### src/rtl/serial_tx_arbiter_if.sv
// Requester and TX FIFO write-port signals shared by the arbiter and its neighbours.
// master: requesters plus FIFO side; slave: the arbiter.
interface serial_tx_arbiter_if #(
    parameter int NUM_REQ = 4
);
    logic [NUM_REQ-1:0]   req_valid;
    logic [8*NUM_REQ-1:0] req_data;
    logic [NUM_REQ-1:0]   req_last;
    logic [NUM_REQ-1:0]   req_ready;
    logic [7:0]           tx_data;
    logic                 tx_dv;
    logic                 tx_full;

    // Requester bytes move on a cycle where req_valid[i] and req_ready[i] are both high.
    // The FIFO takes one byte per cycle with tx_dv high; tx_dv is never high while tx_full is.
    modport master (
        output req_valid, req_data, req_last, tx_full,
        input  req_ready, tx_data, tx_dv
    );

    modport slave (
        input  req_valid, req_data, req_last, tx_full,
        output req_ready, tx_data, tx_dv
    );
endinterface

### src/rtl/serial_tx_arbiter.sv
// Packet-level round-robin arbiter feeding one serial TX FIFO, with an optional
// source-ID header byte and a watchdog that aborts a stalled packet.
module serial_tx_arbiter #(
    parameter int         NUM_REQ   = 4,
    parameter int         HDR_EN    = 1,
    parameter logic [3:0] HDR_TAG   = 4'hA,
    parameter int         STALL_MAX = 1023
) (
    input  logic                clk,
    input  logic                rst_n,
    serial_tx_arbiter_if.slave  bus,
    output logic [3:0]          grant_id,
    output logic                busy,
    output logic                pkt_abort,
    output logic [1:0]          dbg_state,
    output logic [3:0]          dbg_ptr
);
    localparam int IW = $clog2(NUM_REQ);

    typedef enum logic [1:0] {
        IDLE = 2'd0,
        HDR  = 2'd1,
        DATA = 2'd2
    } state_t;

    state_t       state;
    state_t       state_next;
    logic [3:0]   ptr;
    logic [15:0]  stall_cnt;
    logic [15:0]  stall_inc;
    logic [IW-1:0] g;
    logic [3:0]   gid_inc;
    logic         found;
    logic [3:0]   pick;
    logic [4:0]   cand;
    logic         accept;
    logic         stall_hit;
    logic         pkt_end;
    logic [NUM_REQ-1:0] ready_c;
    logic [7:0]   data_c;
    logic         dv_c;
    logic [7:0]   data_arr [NUM_REQ];

    for (genvar i = 0; i < NUM_REQ; i++) begin : g_split
        assign data_arr[i] = bus.req_data[8*i +: 8];
    end

    assign g         = grant_id[IW-1:0];
    assign gid_inc   = (grant_id == 4'(NUM_REQ - 1)) ? 4'd0 : grant_id + 4'd1;
    assign stall_inc = (stall_cnt == 16'hFFFF) ? stall_cnt : stall_cnt + 16'd1;

    // First asserted requester searching upward from ptr, wrapping at NUM_REQ.
    always_comb begin
        found = 1'b0;
        pick  = '0;
        cand  = '0;
        for (int j = 0; j < NUM_REQ; j++) begin
            cand = {1'b0, ptr} + 5'(j);
            if (cand >= 5'(NUM_REQ)) cand = cand - 5'(NUM_REQ);
            if (!found && bus.req_valid[cand[IW-1:0]]) begin
                found = 1'b1;
                pick  = cand[3:0];
            end
        end
    end

    assign accept    = (state == DATA) && bus.req_valid[g] && !bus.tx_full;
    assign stall_hit = (state == DATA) && !bus.req_valid[g] && !bus.tx_full &&
                       (stall_inc == 16'(STALL_MAX));
    assign pkt_end   = accept && bus.req_last[g];

    always_comb begin
        state_next = state;
        ready_c    = '0;
        data_c     = 8'h00;
        dv_c       = 1'b0;
        case (state)
            IDLE: begin
                if (found) state_next = (HDR_EN != 0) ? HDR : DATA;
            end
            HDR: begin
                data_c = {HDR_TAG, grant_id};
                dv_c   = !bus.tx_full;
                if (!bus.tx_full) state_next = DATA;
            end
            DATA: begin
                ready_c[g] = !bus.tx_full;
                data_c     = data_arr[g];
                dv_c       = accept;
                if (pkt_end || stall_hit) state_next = IDLE;
            end
            default: state_next = IDLE;
        endcase
    end

    always_ff @(posedge clk or negedge rst_n) begin
        if (!rst_n) begin
            state     <= IDLE;
            grant_id  <= 4'd0;
            ptr       <= 4'd0;
            stall_cnt <= 16'd0;
            pkt_abort <= 1'b0;
        end else begin
            state     <= state_next;
            pkt_abort <= stall_hit;
            if (state == IDLE && found) grant_id <= pick;
            if (pkt_end || stall_hit) ptr <= gid_inc;
            // Stall time only accrues while the FIFO could take a byte the requester withholds.
            if (state != DATA || accept || bus.tx_full) begin
                stall_cnt <= 16'd0;
            end else if (!bus.req_valid[g]) begin
                stall_cnt <= stall_inc;
            end
        end
    end

    assign bus.req_ready = ready_c;
    assign bus.tx_data   = data_c;
    assign bus.tx_dv     = dv_c;
    assign busy          = (state != IDLE);
    assign dbg_state     = state;
    assign dbg_ptr       = ptr;
endmodule

### src/flat_wrapper.sv
// flat-port wrapper written by rule: the top's interface ports become plain ports
module serial_tx_arbiter_flat 
#(
    parameter int         NUM_REQ   = 4,
    parameter int         HDR_EN    = 1,
    parameter logic [3:0] HDR_TAG   = 4'hA,
    parameter int         STALL_MAX = 1023
)
  (clk, rst_n, grant_id, busy, pkt_abort, dbg_state, dbg_ptr, bus_req_valid, bus_req_data, bus_req_last, bus_tx_full, bus_req_ready, bus_tx_data, bus_tx_dv);
  serial_tx_arbiter_if #(.NUM_REQ(NUM_REQ)) bus_i ();
  input  logic clk;
  input  logic rst_n;
  output logic [3:0] grant_id;
  output logic busy;
  output logic pkt_abort;
  output logic [1:0] dbg_state;
  output logic [3:0] dbg_ptr;
  input wire logic [$bits(bus_i.req_valid)-1:0] bus_req_valid;
  input wire logic [$bits(bus_i.req_data)-1:0] bus_req_data;
  input wire logic [$bits(bus_i.req_last)-1:0] bus_req_last;
  input wire logic [$bits(bus_i.tx_full)-1:0] bus_tx_full;
  output wire logic [$bits(bus_i.req_ready)-1:0] bus_req_ready;
  output wire logic [$bits(bus_i.tx_data)-1:0] bus_tx_data;
  output wire logic [$bits(bus_i.tx_dv)-1:0] bus_tx_dv;
  assign bus_i.req_valid = bus_req_valid;
  assign bus_i.req_data = bus_req_data;
  assign bus_i.req_last = bus_req_last;
  assign bus_i.tx_full = bus_tx_full;
  assign bus_req_ready = bus_i.req_ready;
  assign bus_tx_data = bus_i.tx_data;
  assign bus_tx_dv = bus_i.tx_dv;
  serial_tx_arbiter #(.NUM_REQ(NUM_REQ), .HDR_EN(HDR_EN), .HDR_TAG(HDR_TAG), .STALL_MAX(STALL_MAX)) u_core (.clk(clk), .rst_n(rst_n), .bus(bus_i), .grant_id(grant_id), .busy(busy), .pkt_abort(pkt_abort), .dbg_state(dbg_state), .dbg_ptr(dbg_ptr));
endmodule
### config.mk
export PLATFORM = sky130hd
export DESIGN_NAME = serial_tx_arbiter_flat
export DESIGN_NICKNAME = d
export VERILOG_FILES = /design/src/rtl/serial_tx_arbiter_if.sv /design/src/rtl/serial_tx_arbiter.sv /design/src/flat_wrapper.sv
export SDC_FILE = /design/constraint.sdc
export NUM_CORES = 1
export LEC_CHECK = 0
export ABC_AREA = 1
export CAP_MARGIN = 20
export CORE_MARGIN = 5
export CORE_UTILIZATION = 45
export CTS_BUF_LIST = sky130_fd_sc_hd__clkbuf_8
export DETAILED_ROUTE_END_ITERATION = 6
export GPL_TIMING_DRIVEN = 0
export MAX_ROUTING_LAYER = met4
export PLACE_DENSITY = 0.81
export SKIP_CTS_REPAIR_TIMING = 1
export SLEW_MARGIN = 10
export SYNTH_ARGS = -nofsm -noshare
export SYNTH_HDL_FRONTEND = slang
export SYNTH_SLANG_ARGS = --single-unit
### constraint.sdc
create_clock -name clk -period 2.7 [get_ports clk]
set_clock_uncertainty 0.2 [all_clocks]
set_input_delay 0.405 -clock clk [delete_from_list [all_inputs] [get_ports clk]]
set_output_delay 0.405 -clock clk [all_outputs]
set_load 0.03 [all_outputs]
Word level (Yosys, flattened, before mapping). Index checks and enable logic that the tools add are counted.

Logic and storage cells: 99. Flip-flop bits (word level): 27. Bits of input ports: 43. Output and inout port bits: 25.

Add/sub/neg operators: 9. Magnitude comparators: 11. Equal/unequal tests: 10. Reductions and logical operators: 22. Multiplexer cells: 40. Bitwise operators: 2.

Operators with widths (count): two-way mux 16 bit (3); two-way mux 4 bit (10); adder 16 x 1 -> 16 bit, second input constant (1); binary-select mux 8 bit (select 2 bit) (1); == test 16 x 10 -> 1 bit, second input constant (1); == test 16 bit, second input constant (1); two-way mux 8 bit (2); case mux 8 bit (2 select lines) (1); subtractor 4 x 3 -> 4 bit, second input constant (4); greater-or-equal comparator 5 x 3 -> 1 bit, second input constant (3); less-than comparator 2 x 3 -> 1 bit, second input constant (5); binary-select mux 1 bit (select 2 bit) (6); logical AND 1 bit (11); two-way mux 1 bit (11); adder 4 x 2 -> 5 bit, second input constant (2); two-way mux 2 bit (3); inequality test 2 bit, second input constant (3); case mux 2 bit (3 select lines) (1); adder 4 x 1 -> 5 bit, second input constant (1); zero test 1 bit (5); adder 4 x 1 -> 4 bit, second input constant (1); AND 4 bit (1); == test 4 x 2 -> 1 bit, second input constant (1); greater-or-equal comparator 4 x 3 -> 1 bit, second input constant (1); other kinds (12) (15).

Logic depth before layout (Yosys ltp). Gate-level depths: netlist of run 1.

Depth in word-level cells: 16. Depth in mapped cells: 17. Mapped depth without buffers: 16.

Worst setup path before layout of run 1. Ideal clock, no wire load.

Path kind: flip-flop to output port. From: register u_core.grant_id[0]. To: output bus_tx_data[0]. Path buffers: 2. Cell stages (with the launch flop): 7. Data arrival time: 1.893 ns. Required time: 2.095 ns. Slack: 0.202 ns. Path through: dfrtp_1 > clkbuf_1 > clkbuf_1 > nor2_1 > o22ai_1 > nand2_1 > a21oi_1.

Word-level cells in the longest chain between the ends: 5.

Ends and longest elaborated chain: start: declaration (line serial_tx_arbiter.sv:12) `output logic [3:0] grant_id,`; start signal: assignment (line serial_tx_arbiter.sv:106) `if (state == IDLE && found) grant_id <= pick;`; NOT 2 -> 3 bit (implied by the code) (line serial_tx_arbiter.sv:88) `data_c = data_arr[g];`; binary-select mux 8 bit (select 2 bit) (line serial_tx_arbiter.sv:88); two-way mux 8 bit (implied by the code) (2 in series) (line serial_tx_arbiter.sv:88); case mux 8 bit (2 select lines) * (line serial_tx_arbiter.sv:77) `case (state)`; end: declaration (line flat_wrapper.sv:23) `output wire logic [$bits(bus_i.tx_data)-1:0] bus_tx_data;`.

Mark *: on every way between the ends. The rest lies on a longest branch, timed or not. The select of a mux whose other input is x is not followed.

Worst setup path after layout of run 1.
From: register u_core.grant_id[0]. To: output bus_tx_data[5].

Word-level cells in the longest chain between the ends: 5.

Ends and longest elaborated chain (line): NOT 2 -> 3 bit (implied by the code) (serial_tx_arbiter.sv:88); binary-select mux 8 bit (select 2 bit) (serial_tx_arbiter.sv:88); two-way mux 8 bit (implied by the code) (2 in series) (serial_tx_arbiter.sv:88); case mux 8 bit (2 select lines) (serial_tx_arbiter.sv:77).

Every way passes these cells. The select of a mux whose other input is x is not followed.

==> results of run 1 <==
-- state kept, by name, summed over array words and instances (netlist names) --
signal,count
u_core.dbg_ptr,4
u_core.pkt_abort,1
u_core.grant_id,4
u_core.stall_cnt,16
u_core.dbg_state,2
-- layout make-up --
class,instances,area [sq um]
clock buffer,3,41.29
clock inverter,1,8.758
tap,72,90.09
fill,530,2127
sequential,27,678.2
buffer,10,60.06
multi-input combinational,310,1655
timing repair buffer,68,658.1
inverter,59,221.5
-- worst max-delay path, cell delays in order, from the launching register on --
cell,delay (ns)
dfrtp_2,0.47
inv_1,0.15
buf_2,0.23
clkbuf_4,0.25
nor2_1,0.06
o22ai_1,0.16
nand3_1,0.09
nand2_1,0.07
clkbuf_2,0.21
-- where the power goes --
group,total [uW],switching (uW),internal (uW)
clock network,252,143,109
logic,2280,1450,836
registers,636,146,490
total,3170,1740,1430
-- layout by cell type, fill, tap and decap left out, types with 2 or more instances in the layout --
cell type / count
nand3_1: 31
dfrtp_2: 2
nand4_1: 3
a21oi_1: 17
clkbuf_2: 12
ha_1: 20
xor2_1: 6
o22ai_1: 7
clkdlybuf4s50_1: 54
dfrtp_1: 25
clkbuf_8: 3
nand3_2: 2
nor2_4: 3
o21ai_0: 37
o21bai_1: 2
nand2_1: 85
o21ai_2: 4
nor3_1: 3
a211oi_1: 2
buf_2: 3
nand2_2: 8
a22oi_1: 2
dlymetal6s2s_1: 3
clkbuf_4: 3
nor2_2: 5
xnor2_1: 3
nor2_1: 63
o211ai_1: 2
inv_1: 57
-- how the worst min path moves through the flow --
stage,depth (start not counted),slack [ns],to
finish,1,0.26,u_core.stall_cnt[1]
floorplan,0,-0.09,u_core.dbg_ptr[0]
global placement,2,0.32,u_core.dbg_state[1]
detailed placement,2,0.33,u_core.dbg_state[1]
global route,1,0.30,u_core.stall_cnt[1]
CTS,1,0.27,u_core.stall_cnt[1]
-- per-stage QoR --
stage               std cells  area [sq um]
floorplan                 406          2592
global placement          545          3353
detailed placement        546          3381
CTS                       550          3431
global route              550          3413
finish                    550          3413
-- logic make-up after synthesis --
kind of cell / share of synthesized area
flops: 0.2606
buf+inv: 0.1042
simple gates: 0.3465
compound gates: 0.1617
fa+ha+maj: 0.09653
xor+xnor: 0.03041
-- metal layers --
metal | vias to the layer above | part of all wire | GRT usage | wire length (um)
li1 | 1439 | - | - | -
met5 | - | 0 | - | 0
met2 | 89 | 0.48 | 0.3350 | 3453
met4 | 0 | 0.0066 | 0.04029 | 47
met3 | 6 | 0.085 | 0.05956 | 610
met1 | 1319 | 0.43 | 0.2327 | 3056
==> key figures, run 1 <==
Outcome
  • Status: finished, final reports clean

Cells and area
  • Layout area overhead: 31.66%
  • Final nets: around 540
  • Ant. Diodes: 0
  • Share of layout cells above drive strength 1: 0.1088
  • Layout Utilization: 0.6161

Place
  • Buffers on Ports: 67
  • Detailed Place HPWL: 5812 um
  • Routability cong.: 0.8957
  • Worst slack, placed: -0.3221 ns

Die
  • Overall die height: ~86 um
  • Die X-Extent: between 80 and 90 um
  • # IOs: roughly 70
  • Die Area: 0.007379 sq mm
  • Starting Density: 0.4679
  • Core Area: 0.005540 sq mm
  • Cell Rows: 27

Flow run
  • Max-cap violations: 0

STA
  • Final min period: 2.587 ns
  • Fmax: between 300 and 400 MHz
  • Min Hold Slack: between 0.2 and 0.3 ns
  • RSZ-0062 raised after global routing: true
  • Setup ws final: around 0.11 ns
  • Final Cycle Share: 0.9580
  • Slew @ Worst Pin: 0.5303 ns
  • Final hold vios: 0
  • Post-Route Setup TNS: 0 ns
  • Slew Limit Fails: 0
  • Max-slew headroom: 0.6453
  • Final Setup Violations: 0

Route
  • 1st-iter DRT viols: around 110
  • Routed Antenna Nets: 0
  • DRT Pass-1 Iters: 4
  • Vias after detailed routing: 2853
  • Routed wire length: ~7000 um
  • Routed len/inst: 13.03 um
  • Post-DR vias/cell: 5.187
  • DRC viols: 0

Global routing
  • Total track usage: 0.1981
  • Vias in the first global route: 2769
  • GR Overflow Total: 0
  • First-pass GRT wire length: 11810 um
  • Pin count of the biggest net entering global routing: 20
  • Initial antenna violation count: 0

Synthesis
  • Post-synthesis cell count: approximately 410
  • Commonest cells post-synth: 86 x nand2_1, 64 x nor2_1, 57 x inv_1, 37 x o21ai_0, 31 x nand3_1
  • Seq/Total Area, Yosys: 0.2606
  • Post-synthesis register bit count: 27
  • Syn avg cell area: about 6.4 sq um
  • Dominant cell by count in the synthesized netlist: nand2_1
  • Synth area leaders: dfrtp_1 26%, nand2_1 12%, ha_1 9.7%
  • Largest area contributor in the netlist: dfrtp_1
  • Mapped Area: roughly 0.0026 sq mm
  • Main synth FF type: dfrtp_1
  • Post-synth EDFFs: 0
  • Top-area cell type share of the netlist area: 0.2606
  • Ys Warns: 0
  • Ys async rst share: 1.000
  • Synth cell types: 31
  • Post-Syn Nets: around 470

Worst setup path
  • Critical Path End: bus_tx_data[5]
  • Worst EP required: about 2.1 ns
  • Arr. time, crit path: ~2 ns
  • R2R Path Start: u_core.dbg_state[0]
  • Critical path class: flip-flop to output port
  • Critical Path End Type: output port
  • CP Max Fanout: 11
  • Cell depth of the worst flop-to-flop path: 14
  • Origin of the worst setup path: u_core.grant_id[0]
  • Reg2reg end: u_core.dbg_state[1]
  • Worst R2R Setup Slack: around 0.2 ns
  • Setup crit start kind: flip-flop

Clocking
  • Maximum clock path buffer count: 2
  • Clk_lat worst skew: 0.28 ns
  • H-Tree Depth: 1
  • CTS tree: done
  • CTS root buf: clkbuf_8
  • Clk sinks: 27
  • Worst-path clk slew: 0.10 ns
  • Num CTS Buffers: 3

Power
  • Leakage: ~0.0017 uW
  • Post-route total power: about 3200 uW
  • PwrDens: just over 900 mW/mm^2
  • Peak supply drop: between 0.0007 and 0.0008 V

Min path
  • Hold Path Class: input port to async pin
(Power assumes the default switching activity.)
==> inputs of run 2 (changes only) <==
--- a/config.mk
+++ b/config.mk
@@ -7,13 +7,15 @@
 export LEC_CHECK = 0
 export ABC_AREA = 1
 export CAP_MARGIN = 20
-export CORE_MARGIN = 5
-export CORE_UTILIZATION = 45
+export CELL_PAD_IN_SITES_DETAIL_PLACEMENT = 0
+export CELL_PAD_IN_SITES_GLOBAL_PLACEMENT = 2
+export CORE_MARGIN = 1.5
+export CORE_UTILIZATION = 26
 export CTS_BUF_LIST = sky130_fd_sc_hd__clkbuf_8
 export DETAILED_ROUTE_END_ITERATION = 6
 export GPL_TIMING_DRIVEN = 0
 export MAX_ROUTING_LAYER = met4
-export PLACE_DENSITY = 0.81
+export PLACE_DENSITY = 0.88
 export SKIP_CTS_REPAIR_TIMING = 1
 export SLEW_MARGIN = 10
 export SYNTH_ARGS = -nofsm -noshare
==> key figures, run 2 (synthesis results as in run 1) <==
Cells and area
  • Layout Utilization: 0.3575 (was 0.6161)
  • Largest register FFs: 16 (unchanged)
  • Largest reg by FF count: u_core.stall_cnt (unchanged)
  • Layout area overhead: 34.17% (was 31.66%)
  • Commonest non-fill, non-tap cells in the layout: 85 x nand2_1, 63 x nor2_1, 57 x inv_1 (unchanged)
  • Most common cell after layout, fill and taps aside: nand2_1 (unchanged)
  • Ant. Diodes: 0 (unchanged)
  • Share of layout cells above drive strength 1: 0.1004 (was 0.1088)
  • Final nets: 542 (unchanged)

Route
  • Post-DR vias/cell: 4.471 (was 5.187)
  • DRT Pass-1 Iters: 4 (unchanged)
  • 1st-iter DRT viols: 104 (was 113)
  • DRC viols: 0 (unchanged)
  • Routed Antenna Nets: 0 (unchanged)
  • Vias after detailed routing: 2732 (was 2853)
  • Routed wire length: 7732 um (was 7168 um)
  • Routed len/inst: 12.65 um (was 13.03 um)

Global routing
  • Total track usage: 0.1499 (was 0.1981)
  • Pin count of the biggest net entering global routing: 28 (was 20)
  • Vias in the first global route: 2609 (was 2769)
  • First-pass GRT wire length: 12270 um (was 11810 um)
  • Initial antenna violation count: 0 (unchanged)
  • GR Overflow Total: 0 (unchanged)

Die
  • Die Area: 0.01058 sq mm (was 0.007379 sq mm)
  • Overall die height: 102.9 um (was 85.90 um)
  • Core Area: 0.009729 sq mm (was 0.005540 sq mm)
  • Cell Rows: 36 (was 27)
  • Die X-Extent: 102.9 um (was 85.90 um)
  • Starting Density: 0.2665 (was 0.4679)
  • # IOs: 68 (unchanged)

STA
  • Final min period: 2.535 ns (was 2.587 ns)
  • Post-Route Setup TNS: 0 ns (unchanged)
  • Fmax: 394.4 MHz (was 386.6 MHz)
  • Final Cycle Share: 0.9390 (was 0.9580)
  • Final hold vios: 0 (unchanged)
  • Max-slew headroom: 0.5926 (was 0.6453)
  • Slew @ Worst Pin: 0.6112 ns (was 0.5303 ns)
  • RSZ-0062 raised after global routing: false (was true)
  • Final Setup Violations: 0 (unchanged)
  • Slew Limit Fails: 0 (unchanged)

Worst setup path
  • Setup crit start kind: flip-flop (unchanged)
  • Critical path class: flip-flop to output port (unchanged)
  • Arr. time, crit path: 1.93 ns (was 1.98 ns)
  • CP Max Fanout: 9 (was 11)
  • Critical Path End Type: output port (unchanged)
  • Worst EP required: 2.10 ns (about the same)

Clocking
  • CTS root buf: clkbuf_8 (unchanged)
  • CTS tree: done (unchanged)
  • Num CTS Buffers: 3 (unchanged)
  • Maximum clock path buffer count: 2 (unchanged)
  • Clk_lat worst skew: 0.28 ns (about the same)
  • Worst-path clk slew: 0.10 ns (about the same)
  • Clk sinks: 27 (unchanged)
  • H-Tree Depth: 1 (unchanged)

Power
  • Post-route total power: 3161 uW (was 3172 uW)
  • PwrDens: 908.9 mW/mm^2 (was 929.3 mW/mm^2)
  • Leakage: 0.001687 uW (was 0.001662 uW)
  • Peak supply drop: 0.0004962 V (was 0.0007247 V)

Place
  • Detailed Place HPWL: 6208 um (was 5812 um)
  • Buffers on Ports: 67 (unchanged)
  • Routability cong.: 0.7704 (was 0.8957)

Min path
  • Hold Path Class: flip-flop to flip-flop (was input port to async pin)

Outcome
  • Status: finished, final reports clean (unchanged)

Flow run
  • Max-cap violations: 0 (unchanged)
[run 2: changes by cell type in the layout (fill, tap and decap cells not counted), sizes merged]
cell	previous run	this run
inv	59	58
dlymetal6s2s	3	5
buf	5	7
clkbuf	19	15
clkdlybuf4s50	54	53
dlygate4sd3	0	1
clkinvlp	0	1
[run 2: worst paths after layout]
path	start	to	slack (ns)	cells past startpoint
setup / recovery	u_core.dbg_state[0]	bus_tx_dv	0.16	8
hold / removal	u_core.dbg_state[1]	u_core.dbg_state[1]	0.36	2
setup reg to reg	u_core.dbg_ptr[0]	u_core.grant_id[1]	0.18	10
hold reg to reg	u_core.dbg_state[1]	u_core.dbg_state[1]	0.36	2
max in group asynchronous	rst_n	u_core.grant_id[0]	1.41	2
min in group asynchronous	rst_n	u_core.stall_cnt[12]	0.46	2
[run 2: routing by layer]
layer  global-route usage  vias up  part of all wire  routed length, um
met5                    -        -                 0                  0
met4              0.02391        0            0.0059                 46
met3              0.01424        4             0.023                179
met2               0.2583       38              0.50               3829
met1               0.1949     1253              0.48               3677
li1                     -     1437                 -                  -
[run 2: power breakdown]
| group | internal [uW] | switching [uW] |
|---|---|---|
| Sequential | 488 | 152 |
| Combinational | 837 | 1440 |
| Clock | 105 | 136 |
| Total | 1430 | 1730 |
[run 2: worst max-delay path: stages, from the launching register on]
cell and delay, ns:
dfrtp_1 0.44, inv_1 0.12, ha_1 0.15, buf_2 0.20
nand2_2 0.15, a21oi_1 0.18, inv_1 0.07, a21oi_1 0.11
buf_2 0.22
[run 2: metrics by stage]
stage,hold slack (ns),std cells,setup slack [ns],area (sq um)
2_1_floorplan,-0.09059,406,0.2024,2592
3_3_place_gp,0.3253,606,-0.4158,3430
3_5_place_dp,0.2659,606,-0.3590,3425
4_1_cts,-0.04554,610,-0.7019,3473
5_1_grt,0.4018,611,0.005397,3478
6_report,0.3558,611,0.1648,3478
[run 2: final cells by class]
class | instances | area, sq um
plain buffers | 10 | 60.06
clock buffers | 3 | 41.29
repair buffers | 68 | 648.1
multi-input cells | 310 | 1657
fillers | 1107 | 6251
inverters | 59 | 221.5
well taps | 133 | 166.4
flip-flops and latches | 27 | 676.9
clock inverters | 1 | 7.507
==> inputs of run 3 (changes only) <==
--- a/config.mk
+++ b/config.mk
@@ -10,12 +10,12 @@
 export CELL_PAD_IN_SITES_DETAIL_PLACEMENT = 0
 export CELL_PAD_IN_SITES_GLOBAL_PLACEMENT = 2
 export CORE_MARGIN = 1.5
-export CORE_UTILIZATION = 26
+export CORE_UTILIZATION = 28
 export CTS_BUF_LIST = sky130_fd_sc_hd__clkbuf_8
 export DETAILED_ROUTE_END_ITERATION = 6
 export GPL_TIMING_DRIVEN = 0
 export MAX_ROUTING_LAYER = met4
-export PLACE_DENSITY = 0.88
+export PLACE_DENSITY = 0.93
 export SKIP_CTS_REPAIR_TIMING = 1
 export SLEW_MARGIN = 10
 export SYNTH_ARGS = -nofsm -noshare
==> constraint.sdc (replaced) <==
create_clock -name clk -period 3.18 [get_ports clk]
set_clock_uncertainty 0.2 [all_clocks]
set_input_delay 0.477 -clock clk [delete_from_list [all_inputs] [get_ports clk]]
set_output_delay 0.477 -clock clk [all_outputs]
set_load 0.03 [all_outputs]
==> key figures, run 3 (synthesis results as in run 1) <==
Global routing
  • GR Overflow Total: 0 (unchanged)
  • First-pass GRT wire length: 12880 um (was 12270 um)
  • Gr busiest metal: met2 (unchanged)
  • Total track usage: 0.1650 (was 0.1499)
  • Pin count of the biggest net entering global routing: 28 (unchanged)
  • Initial antenna violation count: 0 (unchanged)
  • Met3 usage: 0.01757 (was 0.01424)
  • GR Layer Usage met2: 0.2950 (was 0.2583)
  • GR Util met1: 0.2016 (was 0.1949)
  • Vias in the first global route: 2727 (was 2609)

Route
  • Routed Antenna Nets: 0 (unchanged)
  • DRT Pass-1 Iters: 6 (was 4)
  • Post-DR vias/cell: 4.718 (was 4.471)
  • DRC viols: 0 (unchanged)
  • 1st-iter DRT viols: 79 (was 104)
  • Routed len/inst: 13.15 um (was 12.65 um)
  • Routed wire length: 7692 um (was 7732 um)
  • Vias after detailed routing: 2760 (was 2732)

STA
  • Final min period: roughly 3.0 ns
  • Min Hold Slack: -0.002744 ns (was 0.3558 ns)
  • RSZ-0062 raised after global routing: false (unchanged)
  • Slew @ Worst Pin: 0.6185 ns (was 0.6112 ns)
  • Final Setup Violations: 0 (unchanged)
  • Max-slew headroom: 0.5861 (was 0.5926)
  • Final hold vios: 2 (was 0)
  • Slew Limit Fails: 0 (unchanged)
  • Final Cycle Share: 0.9286
  • Fmax: roughly 340 MHz

Cells and area
  • Final nets: 541 (was 542)
  • Ant. Diodes: 0 (unchanged)
  • Layout area overhead: 33.83% (was 34.17%)
  • Largest register FFs: 16 (unchanged)
  • Largest reg by FF count: u_core.stall_cnt (unchanged)
  • Commonest non-fill, non-tap cells in the layout: 86 x nand2_1, 64 x nor2_1, 58 x inv_1 (was 85 x nand2_1, 63 x nor2_1, 57 x inv_1)
  • Layout Cells excl Fill: 585 (was 611)
  • Post-route cell area: 0.003470 sq mm (was 0.003478 sq mm)
  • Area occupied by multi-input gates: 0.001647 sq mm (was 0.001657 sq mm)
  • Fill cell count: 975 (was 1107)
  • Most common cell after layout, fill and taps aside: nand2_1 (unchanged)
  • Register Area: 675.6 sq um (was 676.9 sq um)
  • Share of layout cells above drive strength 1: 0.07547 (was 0.1004)

Clocking
  • Clk sinks: 27 (unchanged)
  • H-Tree Depth: 1 (unchanged)
  • Worst-path clk slew: 0.10 ns (about the same)
  • Num CTS Buffers: 3 (unchanged)
  • CTS root buf: clkbuf_8 (unchanged)
  • CTS tree: done (unchanged)
  • Maximum clock path buffer count: 2 (unchanged)
  • Clk_lat worst skew: 0.28 ns (about the same)

Power
  • Post-route total power: 2687 uW (was 3161 uW)
  • Leakage: 0.001759 uW (was 0.001687 uW)
  • Peak supply drop: 0.0003953 V (was 0.0004962 V)
  • PwrDens: 774.6 mW/mm^2 (was 908.9 mW/mm^2)

Worst setup path
  • Cell family with most CP delay: buffers and inverters (unchanged)
  • Arr. time, crit path: 2.28 ns (was 1.93 ns)
  • Critical path class: flip-flop to output port (unchanged)
  • Critical Path End Type: output port (unchanged)
  • CP peak stage delay: 0.69 ns (was 0.44 ns)
  • Worst EP required: 2.50 ns (was 2.10 ns)
  • Worst path bufs/invs: 3 (was 4)
  • CP Max Fanout: 10 (was 9)
  • Slowest CP cell: clkdlybuf4s50_1 (was dfrtp_1)
  • Setup crit start kind: flip-flop (unchanged)
  • CP cell instances: inv_1, clkbuf_2, o21ai_0, o22ai_1, nand2_1, a21oi_1, clkdlybuf4s50_1 (was inv_1, ha_1, buf_2, nand2_2, a21oi_1, inv_1, a21oi_1, buf_2)

Outcome
  • Failing checks: hold timing
  • Status: finished, violations left (was finished, final reports clean)

Die
  • # IOs: 68 (unchanged)
  • Die X-Extent: 99.23 um (was 102.9 um)
  • Overall die height: 99.23 um (was 102.9 um)
  • Starting Density: 0.2930 (was 0.2665)
  • Core Area: 0.008848 sq mm (was 0.009729 sq mm)
  • Cell Rows: 34 (was 36)
  • Die Area: 0.009846 sq mm (was 0.01058 sq mm)

Place
  • Placed Cells: 581 (was 606)
  • Area after DPL: 0.003393 sq mm (was 0.003425 sq mm)
  • Routability cong.: 0.7780 (was 0.7704)
  • Buffers on Ports: 67 (unchanged)
  • Detailed Place HPWL: 6202 um (was 6208 um)

Flow run
  • Max-cap violations: 0 (unchanged)

Min path
  • Hold Path Class: input port to async pin (was flip-flop to flip-flop)
run 3: area by class of cell:
type,instances,area share
Clock buffer,3,0.01190
Sequential cell,27,0.1947
Buffer,10,0.01587
Timing Repair Buffer,67,0.1991
Clock inverter,1,0.001082
Tap cell,108,0.03895
Inverter,59,0.06383
Multi-Input combinational cell,310,0.4746
run 3: stage by stage:
stage	hold WS (ns)	setup TNS (ns)	setup WS, ns	utilization
2_1_floorplan	-0.01859	0	0.6104	-
3_3_place_gp	0.3229	-0.02324	-0.02324	0.3841
3_5_place_dp	0.3336	-0.1030	-0.04742	0.3835
4_1_cts	0.02812	-2.396	-0.3556	0.3886
5_1_grt	0.05099	0	0.03129	0.3921
6_report	-0.002744	0	0.2269	0.3921
run 3: path summary, 6_finish.rpt:
check	endpoint	cells after the start	slack [ns]	start
max in group asynchronous	u_core.dbg_state[0]	1	2.38	rst_n
worst max-delay path	bus_tx_data[1]	7	0.23	u_core.grant_id[0]
worst min register to register	u_core.dbg_state[1]	2	0.35	u_core.dbg_state[1]
worst max register to register	u_core.dbg_state[0]	14	0.36	u_core.dbg_state[0]
worst min-delay path	u_core.stall_cnt[5]	1	-0.003	rst_n
min in group clk	u_core.dbg_state[1]	2	0.35	u_core.dbg_state[1]
run 3: per-layer routing:
metal	share of wire	vias to the layer above
met2	0.50	41
li1	-	1444
met4	0.011	0
met3	0.020	6
met1	0.46	1269
met5	0	-
run 3: power breakdown:
group          total (uW)  internal, uW  switching [uW]
Clock                 201          86.8             114
Sequential            539           413             126
Combinational        1950           736            1210
run 3: worst reg2reg max path: stages (launching register included):
cell     delay, ns
dfrtp_1       0.44
inv_1         0.13
ha_1          0.15
buf_2         0.20
nand2_1       0.17
nor2_1        0.53
nand3_1       0.22
nor2_1        0.12
nand2_1       0.07
nor2_2        0.10
nand2_2       0.11
nand3_2       0.10
nand2_2       0.06
nand2_1       0.06
nand2_1       0.05
